File: src/rtl/psram_rd_capture.sv
// PSRAM read-burst capture: DDR word strobes from RWDS into a small output FIFO.
// Each captured word is visible one cycle after its strobe; a word that meets a full FIFO with no pop is dropped and flagged.
module psram_rd_capture #(
  parameter int FIFO_DEPTH = 4,
  parameter int TIMEOUT    = 64
) (
  input  logic        clk,
  input  logic        reset,
  input  logic        start,
  input  logic [4:0]  burst_len,
  input  logic [7:0]  dq_rise,
  input  logic [7:0]  dq_fall,
  input  logic        rwds_rise,
  input  logic        rwds_fall,
  output logic [15:0] rd_data,
  output logic        rd_valid,
  output logic        rd_last,
  input  logic        rd_ready,
  output logic        busy,
  output logic        err_timeout,
  output logic        err_overflow
);

  localparam int PW = (FIFO_DEPTH > 1) ? $clog2(FIFO_DEPTH) : 1;
  localparam int TW = $clog2(TIMEOUT + 1);

  typedef enum logic [1:0] {IDLE, WAIT_DS, CAPTURE} state_t;

  state_t          state_q, state_d;
  logic [4:0]      len_q, len_d;
  logic [4:0]      idx_q, idx_d;
  logic [TW-1:0]   tmo_q, tmo_d;
  logic            err_to_q, err_to_d;
  logic            err_ov_q, err_ov_d;
  logic [PW-1:0]   wr_ptr_q, wr_ptr_d;
  logic [PW-1:0]   rd_ptr_q, rd_ptr_d;
  logic [PW:0]     cnt_q, cnt_d;
  logic [16:0]     mem_q [FIFO_DEPTH];

  logic strobe, push, push_last, pop, full, wr_en;

  assign strobe = rwds_rise && !rwds_fall;
  assign full   = (cnt_q == (PW+1)'(FIFO_DEPTH));

  assign rd_valid     = (cnt_q != '0);
  assign rd_data      = rd_valid ? mem_q[rd_ptr_q][15:0] : 16'h0000;
  assign rd_last      = rd_valid ? mem_q[rd_ptr_q][16] : 1'b0;
  assign busy         = (state_q != IDLE);
  assign err_timeout  = err_to_q;
  assign err_overflow = err_ov_q;

  always_comb begin
    state_d   = state_q;
    len_d     = len_q;
    idx_d     = idx_q;
    tmo_d     = tmo_q;
    err_to_d  = err_to_q;
    err_ov_d  = err_ov_q;
    push      = 1'b0;
    push_last = 1'b0;

    case (state_q)
      IDLE: begin
        if (start) begin
          len_d    = (burst_len == 5'd0) ? 5'd16 : burst_len;
          idx_d    = 5'd0;
          tmo_d    = '0;
          err_to_d = 1'b0;
          err_ov_d = 1'b0;
          state_d  = WAIT_DS;
        end
      end
      WAIT_DS: begin
        if (strobe) begin
          push      = 1'b1;
          push_last = (len_q == 5'd1);
          idx_d     = 5'd1;
          state_d   = push_last ? IDLE : CAPTURE;
        end else if (tmo_q == TW'(TIMEOUT - 1)) begin
          err_to_d = 1'b1;
          state_d  = IDLE;
        end else begin
          tmo_d = tmo_q + TW'(1);
        end
      end
      CAPTURE: begin
        // No timeout here: the device may pause RWDS between words.
        if (strobe) begin
          push      = 1'b1;
          push_last = (idx_q == len_q - 5'd1);
          idx_d     = idx_q + 5'd1;
          if (push_last) state_d = IDLE;
        end
      end
      default: state_d = IDLE;
    endcase

    // A pop in the same cycle frees the head slot, so a full FIFO still accepts.
    pop   = rd_valid && rd_ready;
    wr_en = push && (!full || pop);
    if (push && !wr_en) err_ov_d = 1'b1;

    wr_ptr_d = wr_en ? wr_ptr_q + PW'(1) : wr_ptr_q;
    rd_ptr_d = pop   ? rd_ptr_q + PW'(1) : rd_ptr_q;
    cnt_d    = cnt_q;
    if (wr_en && !pop)      cnt_d = cnt_q + (PW+1)'(1);
    else if (!wr_en && pop) cnt_d = cnt_q - (PW+1)'(1);
  end

  always_ff @(posedge clk) begin
    if (reset) begin
      state_q  <= IDLE;
      len_q    <= 5'd0;
      idx_q    <= 5'd0;
      tmo_q    <= '0;
      err_to_q <= 1'b0;
      err_ov_q <= 1'b0;
      wr_ptr_q <= '0;
      rd_ptr_q <= '0;
      cnt_q    <= '0;
    end else begin
      state_q  <= state_d;
      len_q    <= len_d;
      idx_q    <= idx_d;
      tmo_q    <= tmo_d;
      err_to_q <= err_to_d;
      err_ov_q <= err_ov_d;
      wr_ptr_q <= wr_ptr_d;
      rd_ptr_q <= rd_ptr_d;
      cnt_q    <= cnt_d;
    end
  end

  // Storage needs no reset: outputs are masked by rd_valid.
  always_ff @(posedge clk) begin
    if (wr_en && !reset) mem_q[wr_ptr_q] <= {push_last, dq_rise, dq_fall};
  end

endmodule

File: config.mk
export PLATFORM = sky130hd
export DESIGN_NAME = psram_rd_capture
export DESIGN_NICKNAME = d
export VERILOG_FILES = /design/src/rtl/psram_rd_capture.sv
export SDC_FILE = /design/constraint.sdc
export NUM_CORES = 1
export LEC_CHECK = 0
export CAP_MARGIN = 20
export CORE_ASPECT_RATIO = 1.2
export CORE_MARGIN = 1
export CORE_UTILIZATION = 60
export DETAILED_ROUTE_END_ITERATION = 7
export PLACE_DENSITY = 0.84
export SETUP_SLACK_MARGIN = 0.1
export SLEW_MARGIN = 25
export SYNTH_ARGS = -nofsm -noshare
export SYNTH_HDL_FRONTEND = slang
export SYNTH_SLANG_ARGS = --single-unit
File: constraint.sdc
create_clock -name clk -period 3.93 [get_ports clk]
set_input_delay 0.786 -clock clk [delete_from_list [all_inputs] [get_ports clk]]
set_output_delay 0.786 -clock clk [all_outputs]
set_load 0.005 [all_outputs]
## Word-level counts from Yosys, hierarchy flattened

Memories as Yosys holds them, arrays and structs flattened. A register that Yosys moved wholly into a read port is not among the register bits.
Cells that the tools add are included.

- Bits in registers: 28
- Logic and storage cells: 95
- Memories kept: 1
- Input bits: 27
- Output and inout port bits: 21
- RAM bits: 68

- Equal/unequal tests: 14
- Multiplexer cells: 35
- Reduce and logical (&&, ||, !) cells: 29
- $add $sub $neg: 7

Memories:

| memory | words | bits a word | read ports | clocked after Yosys merged registers in | wr ports | line | text |
|---|---|---|---|---|---|---|---|
| mem_q | 4 | 17 | 1 | 1 | 1 | 38 | `logic [16:0] mem_q [FIFO_DEPTH];` |

Operator list:

| cell | number |
|---|---|
| 7-bit two-way mux | 3 |
| 5-bit two-way mux | 4 |
| 16-bit two-way mux | 1 |
| 2-bit two-way mux | 8 |
| 4-bit AND reduction | 4 |
| 5-bit one-hot mux with 3 select lines | 1 |
| 2-bit inequality test (second input constant) | 7 |
| 7-bit one-hot mux with 2 select lines | 1 |
| 1-bit two-way mux | 12 |
| 2-bit nonzero test | 5 |
| 7-bit by 1-bit adder with 7-bit output (second input constant) | 1 |
| 7-bit by 6-bit == test with 1-bit output (second input constant) | 1 |
| 1-bit logical AND | 7 |
| 3-bit two-way mux | 2 |
| 2-bit one-hot mux with 3 select lines | 1 |
| 3-bit nonzero test | 2 |
| 5-bit by 1-bit adder with 5-bit output (second input constant) | 1 |
| 5-bit by 1-bit == test with 1-bit output (second input constant) | 1 |
| 5-bit == test | 1 |
| 1-bit logical NOT | 5 |
| 5-bit logical NOT | 1 |
| 5-bit by 1-bit subtractor with 5-bit output (second input constant) | 1 |
| 2-bit by 1-bit adder with 2-bit output (second input constant) | 2 |
| 1-bit one-hot mux with 2 select lines | 2 |
| other kinds (10) | 11 |

## Longest topological paths before layout

Gate-level depths: netlist of the first run.

- Depth after elaboration: 9
- Depth in mapped cells: 10
- Gate-level depth less buffers: 10

## Worst setup path after synthesis of the first run

No wires, ideal clock.

- Kind: input to register
- From: in rwds_rise
- To: reg cnt_q[2]
- Path buffers: 0
- Arrival: 2.521 ns
- Required time: 3.860 ns
- Path slack: 1.338 ns
- Library setup time: 0.070 ns
- Stages: 9
- Cell sequence: nor2b_1 > nand2_1 > nor2_1 > ha_1 > inv_1 > fa_1 > xor2_1 > or3_1 > a21oi_1

- Longest elaborated chain between the ends: 7
- Elaborated cells between the ends (all ways): 9
- Those cells by class: mux (3); reduce/logical (6)

RTL lines:

| element | line | text |
|---|---|---|
| start: declaration | 13 | `input logic rwds_rise,` |
| 1-bit logical AND * | 42 | `assign strobe = rwds_rise && !rwds_fall;` |
| 1-bit two-way mux * | 74, 88 |  |
| 1-bit two-way mux * | n/a |  |
| 1-bit logical AND * | 100 | `wr_en = push && (!full \|\| pop);` |
| 1-bit logical NOT | 107 | `else if (!wr_en && pop) cnt_d = cnt_q - (PW+1)'(1);` |
| 1-bit logical AND | 107 |  |
| 2-bit nonzero test (no line) | n/a |  |
| end signal: assignment | 130 | `cnt_q <= cnt_d;` |
| end: declaration | 37 | `logic [PW:0] cnt_q, cnt_d;` |

Every way passes the cells marked *; elsewhere a longest branch is shown, timed or not.
A chain may end at the register's enable or synchronous reset.

==> results of run 1 <==
[how the worst max path moves through the flow]
stage                    from                    end  slack (ps)  cells after the start
finish                   flop             rd_data[7]         880                      3
global route             flop             rd_data[7]         770                      3
CTS                      flop             rd_data[7]         830                      3
detailed placement  rwds_rise  cnt_q[2]$_SDFFE_PP0P_         720                     10
global placement    rwds_rise  cnt_q[2]$_SDFFE_PP0P_         800                     10
floorplan           rwds_rise  cnt_q[2]$_SDFFE_PP0P_        1340                      9
[layer usage]
metal | track usage (%) | share of wire [%] | up-vias
li1 | - | - | 1249
met1 | 24.70 | 39 | 1263
met2 | 42.46 | 55 | 71
met3 | 4.928 | 4.0 | 14
met4 | 6.667 | 1.8 | 0
met5 | 0 | 0 | -
[cell usage in the layout (no fill, tap or decap), types with 3 or more instances in the layout]
cell type / instances
edfxtp_1: 68
clkdlybuf4s50_1: 47
dfxtp_1: 30
nor2_1: 23
and2_1: 22
nand2_1: 17
mux4_2: 17
a21oi_1: 15
inv_1: 13
ha_1: 13
xnor2_1: 9
clkbuf_8: 9
nor2b_1: 7
buf_4: 7
or3_1: 6
xor2_1: 6
nor3_1: 5
mux2i_1: 5
o21ai_0: 5
nand2b_1: 4
nand3_1: 4
a2111oi_0: 3
nor3b_1: 3
[synth_stat cells, types with 2 or more instances]
cell / n / area [um2]
ha_1: 13 / 162.7
clkbuf_1: 8 / 30.03
o21ai_1: 2 / 10.01
dfxtp_1: 30 / 600.6
nor3_1: 5 / 25.02
nand3_1: 4 / 20.02
nand4_1: 2 / 12.51
or3_1: 6 / 37.54
mux2i_1: 5 / 50.05
inv_1: 13 / 48.80
nor3b_1: 3 / 22.52
a2111oi_0: 3 / 26.28
a21oi_1: 15 / 75.07
xor2_1: 6 / 52.55
xnor2_1: 9 / 78.83
mux4_2: 17 / 382.9
edfxtp_1: 68 / 2042
buf_1: 2 / 7.510
a21o_1: 2 / 15.01
nand2b_1: 4 / 25.02
and2_1: 22 / 137.6
nand2_1: 17 / 63.81
nor2_1: 23 / 86.33
or2_1: 2 / 12.51
o21ai_0: 5 / 25.02
nor2b_1: 7 / 43.79
nor4b_1: 2 / 17.52
[logic make-up after synthesis]
logic type | after synthesis | synth area share, %
buffers and inverters | 24 | 2.140
flip-flops | 98 | 61.90
XOR/XNOR | 15 | 3.077
adder cells (fa/ha/maj) | 14 | 4.279
AND/OR/NAND/NOR | 101 | 12.54
AO/OA/AOI/OAI | 37 | 5.921
multiplexers | 22 | 10.14
[power by group]
group | internal [mW] | total, mW | leakage (nW) | switching, mW
registers | 1.16 | 1.22 | 0.862 | 0.0568
logic | 0.503 | 0.904 | 0.756 | 0.402
clock network | 0.297 | 0.625 | 0.0971 | 0.328
total | 1.96 | 2.75 | 1.71 | 0.787
[state kept, by name, summed over array words and instances, names as in the netlist, named ones only]
| name | flops |
|---|---|
| state_q | 2 |
| err_overflow | 1 |
| err_timeout | 1 |
| wr_ptr_q | 2 |
| rd_ptr_q | 2 |
| cnt_q | 3 |
| idx_q | 5 |
| mem_q | 68 |
| tmo_q | 7 |
| len_q | 5 |
[layout make-up]
| cell class | instances | area [um2] |
|---|---|---|
| Multi-Input combinational cell | 189 | 1535 |
| Clock buffer | 10 | 127.6 |
| Clock inverter | 6 | 65.06 |
| Fill cell | 481 | 1803 |
| Tap cell | 87 | 108.9 |
| Sequential cell | 98 | 2643 |
| Timing Repair Buffer | 54 | 523.0 |
| Inverter | 13 | 48.80 |
[through the flow]
stage                     instances  setup slack, ps  hold slack, ps
after floorplan                 311             1338           449.4
after global placement          441            798.9           465.2
after detailed placement        441            721.2           469.4
after CTS                       457            826.5           491.3
after global routing            457            768.6           513.4
final                           457            882.8           484.2
[worst max-delay path, delay by kind of cell, from the launching register on]
family	cells	cell delay, ps
and+or+nand+nor	1	170
buffers and inverters	1	440
muxes	1	430
DFF	1	860
==> out/results.ini, run 1 <==
[sta]
fmax_mhz = 328.2
slew_viol_final = 0
post-route-min-period_ps = 3047
tightest_slew_ps = 817.9
setup_viol = 0
setup_tns_ps = 0
slew_headroom_pct = 45.40
period_share_pct = 77.54
hold_viol_final = 0
rsz0062_at_grt = no
skew_ps = 9.585

[worst_hold_path]
hold_path.class = reg -> reg
hold_end = err_timeout$_SDFFE_PP0P_
hold_depth = 2
hp-start = err_timeout$_SDFFE_PP0P_

[floorplan]
io_pins = 48
rows = 33
core_um2 = 6854
die-height_um = 94.40
initial_core_util_pct = 62.29
chipWidth_um = 79
dieArea_um2 = 7458

[outcome]
status = complete, no violations

[place]
placed_area_um2 = 4858
dp_hpwl_mm = 5.338
port_buffers = 47
gp_congestion = 0.8372

[pwr]
fin_total_pwr_mw = 2.747
p_leak_nw = 1.715
ir_drop_mv = 0.2714
powerDensity_nw_per_um2 = 543.8

[finish]
final_layout_size_suffix_gt1_share_pct = 11.08
area_delta_synth_final_pct = 18.32
finalInstanceArea_um2 = 5051
diodes = 0
fin_util_pct = 73.69
final_nets = 406

[clocking]
tritoncts = built
root_buffer = clkbuf_8
clockBufferDepth = 2
post-cts-setup-buffer-count = 0
clkSinkCount = 98
clk_pin_slew_ps = 90
cts_resized = 0
cts_buffers = 9
h-tree-depth = 3
clock_latency_ps = 350
cts_hold_buf = 0

[logic_synthesis]
yosys_register_bits = 98
synth_cells = 311
netlist_area_um2 = 4269
synth_edf_count = 68
syn_avg_cell_area_um2 = 13.73
syn_nets = 352
yosys_most_used_dff = edfxtp_1
synth_cell_types = 43
ys_warn_count = 0
async_reset_ff_share_pct = 0
yosysSeqAreaShare_pct = 61.90

[setup_path]
r2r_start = state_q[0]$_SDFFE_PP0P_
rrSetupSlack_ps = 1350
slowest_delay_ps = 860
crit_arrival_ps = 2260
critPathSlowestCell = dfxtp_1
cp-end-kind = output pin
crit_fanout = 17
r2r_cells = 10
required_ps = 3140
worstSetupPathType = reg -> out
start_kind = flop
critical_path.cell_chain = mux4_2 -> and2_1 -> clkdlybuf4s50_1
rr_endpoint = cnt_q[2]$_SDFFE_PP0P_

[grt]
grt_max_degree = 27
grt_antenna_before_repair = 0
grt_pass1_vias = 2656
grt_pass1_wl_mm = 12.34
grt.total_usage_pct = 22.35
grt_overflow_total = 0

[drt]
drt-total-wl_mm = 7.466
drcViolationCount = 0
drt_iter0_drc = 128
routed_via_density = 5.683
dr.pass1.iters = 4
vias = 2597
final_antenna_net_count = 0
avgRoutedWirePerCell_um = 16.34

[flow_run]
cap_violations = 0

(Power assumes the default switching activity.)
==> run 2, diff against run 1 <==
Settings changed: CORE_UTILIZATION 60 to 50, PLACE_DENSITY 0.84 to 0.75.
Clock period 3.93 ns to 2.8 ns, I/O delays scaled along.
==> run 2 against run 1 <==
Clock skew down 1.1 ps. Worst setup slack got worse by 680 ps. Non-clock buffer count up 9. Via count decreased by 0.19%. Critical endpoint is now rd_last. Largest cell class unchanged. Largest power group unchanged.
==> out/results.ini, run 2 (synthesized netlist as in run 1, its figures left out) <==
[outcome]
status = complete, no violations

[clocking]
h-tree-depth = 3
cts_buffers = 9
clock_latency_ps = 350
root_buffer = clkbuf_8
clkSinkCount = 98
tritoncts = built
clk_pin_slew_ps = 90
clockBufferDepth = 2
cts_hold_buf = 0

[worst_hold_path]
hold_path.class = reg -> reg
hp-start = err_timeout$_SDFFE_PP0P_

[place]
placed_area_um2 = 4990
dp_hpwl_mm = 5.149
gp_congestion = 0.8020
port_buffers = 47

[flow_run]
cap_violations = 0

[grt]
grt_pass1_vias = 2506
grt_pass1_wl_mm = 12.19
grt_max_degree = 26
grt_antenna_before_repair = 0
grtUsageMet1_pct = 21.99
grt_busiest_layer = met2
use_met2_pct = 31.75
grt.total_usage_pct = 18.38
met3_usage_pct = 4.524
grt_overflow_total = 0

[drt]
final_antenna_net_count = 0
drt-total-wl_mm = 7.583
routed_via_density = 5.258
vias = 2592
drcViolationCount = 0
avgRoutedWirePerCell_um = 15.38
dr.pass1.iters = 4
drt_iter0_drc = 163

[setup_path]
required_ps = 2240
cp-end-kind = output pin
crit_buf_inv = 2
crit_arrival_ps = 2040
crit_family = buffers and inverters
start_kind = flop
r2r_start = state_q[0]$_SDFFE_PP0P_
worstSetupPathType = reg -> out
crit_fanout = 8
critical_path.cell_chain = clkbuf_16 -> mux4_2 -> and2_1 -> clkdlybuf4s50_1
slowest_delay_ps = 480
critPathSlowestCell = mux4_2

[pwr]
p_leak_nw = 1.776
ir_drop_mv = 0.4208
powerDensity_nw_per_um2 = 763.1

[finish]
fill_cells = 655
mostFrequentLayoutCells = edfxtp_1 (68), clkdlybuf4s50_1 (47), dfxtp_1 (29), nor2_1 (23), and2_1 (22)
final_nets = 415
area_delta_synth_final_pct = 22.01
finalInstanceArea_um2 = 5209
diodes = 0
final_common_cell = edfxtp_1
regArea_um2 = 2644
largest_register = mem_q
top_regs = mem_q (68), tmo_q (7)
multi_input_area_um2 = 1535
largest_register_ffs = 68
final_layout_size_suffix_gt1_share_pct = 13.46

[floorplan]
io_pins = 48
core_um2 = 8198
die-height_um = 103.2
rows = 36
dieArea_um2 = 8913
chipWidth_um = 86.35
initial_core_util_pct = 52.08

[sta]
skew_ps = 8.531
hold_viol_final = 0
fmax_mhz = 384.7
slew_headroom_pct = 56.59
period_share_pct = 92.83
setup_tns_ps = 0
setup_viol = 0
rsz0062_at_grt = no
slew_viol_final = 0
tightest_slew_ps = 645.6
post-route-min-period_ps = 2599

==> run 2: what timing repair did <==
item	CTS	global route
gates resized for setup	0	1
setup buffers	0	0
endpoints found under the setup margin	0	8
==> run 2: power by group <==
part           total [mW]  switching [mW]  internal, mW
Sequential           1.71          0.0823          1.63
Combinational        1.38           0.595         0.788
Clock               0.878           0.464         0.415
Total                3.97            1.14          2.83
==> run 2: final cells by class <==
cell class	instances	area share (%)
Sequential cell	98	50.76
Multi-Input combinational cell	189	29.47
Tap cell	114	2.738
Clock buffer	10	2.450
Clock inverter	6	1.249
Inverter	13	0.9368
Timing Repair Buffer	63	12.39
==> run 2: through the flow <==
step | hold slack [ps] | worst slack [ps] | power, mW | instances | util (%)
2_1_floorplan | 449.4 | 434.4 | 2.497 | 311 | -
3_3_place_gp | 456.4 | 18.85 | 3.068 | 476 | 60.87
3_5_place_dp | 460.4 | -91.06 | 3.103 | 476 | 60.87
4_1_cts | 481.4 | 144.8 | 3.987 | 492 | 63.22
5_1_grt | 517.0 | 100.7 | 4.216 | 493 | 63.54
6_report | 478.9 | 200.7 | 3.975 | 493 | 63.54
==> run 2: path summary, 6_finish.rpt <==
kind,to,slack [ps],depth (start not counted)
worst max-delay path,rd_last,200,4
worst min-delay path,err_timeout$_SDFFE_PP0P_,480,2
worst max register to register,cnt_q[2]$_SDFFE_PP0P_,400,10
worst min register to register,err_timeout$_SDFFE_PP0P_,480,2
==> run 2: worst reg2reg max path, delay by kind of cell, from the launching register on <==
kind	cells	cell delay (ps)
compound gates	1	140
xor+xnor	1	180
fa+ha+maj	3	930
buf+inv	2	130
flops	1	400
simple gates	3	570
==> run 2: layer usage <==
metal / wire [um] / part of all wire (%) / vias up
met5: 0 / 0 / -
met4: 125 / 1.6 / 0
met3: 288 / 3.8 / 14
met2: 3887 / 51 / 63
met1: 3281 / 43 / 1244
li1: - / - / 1271
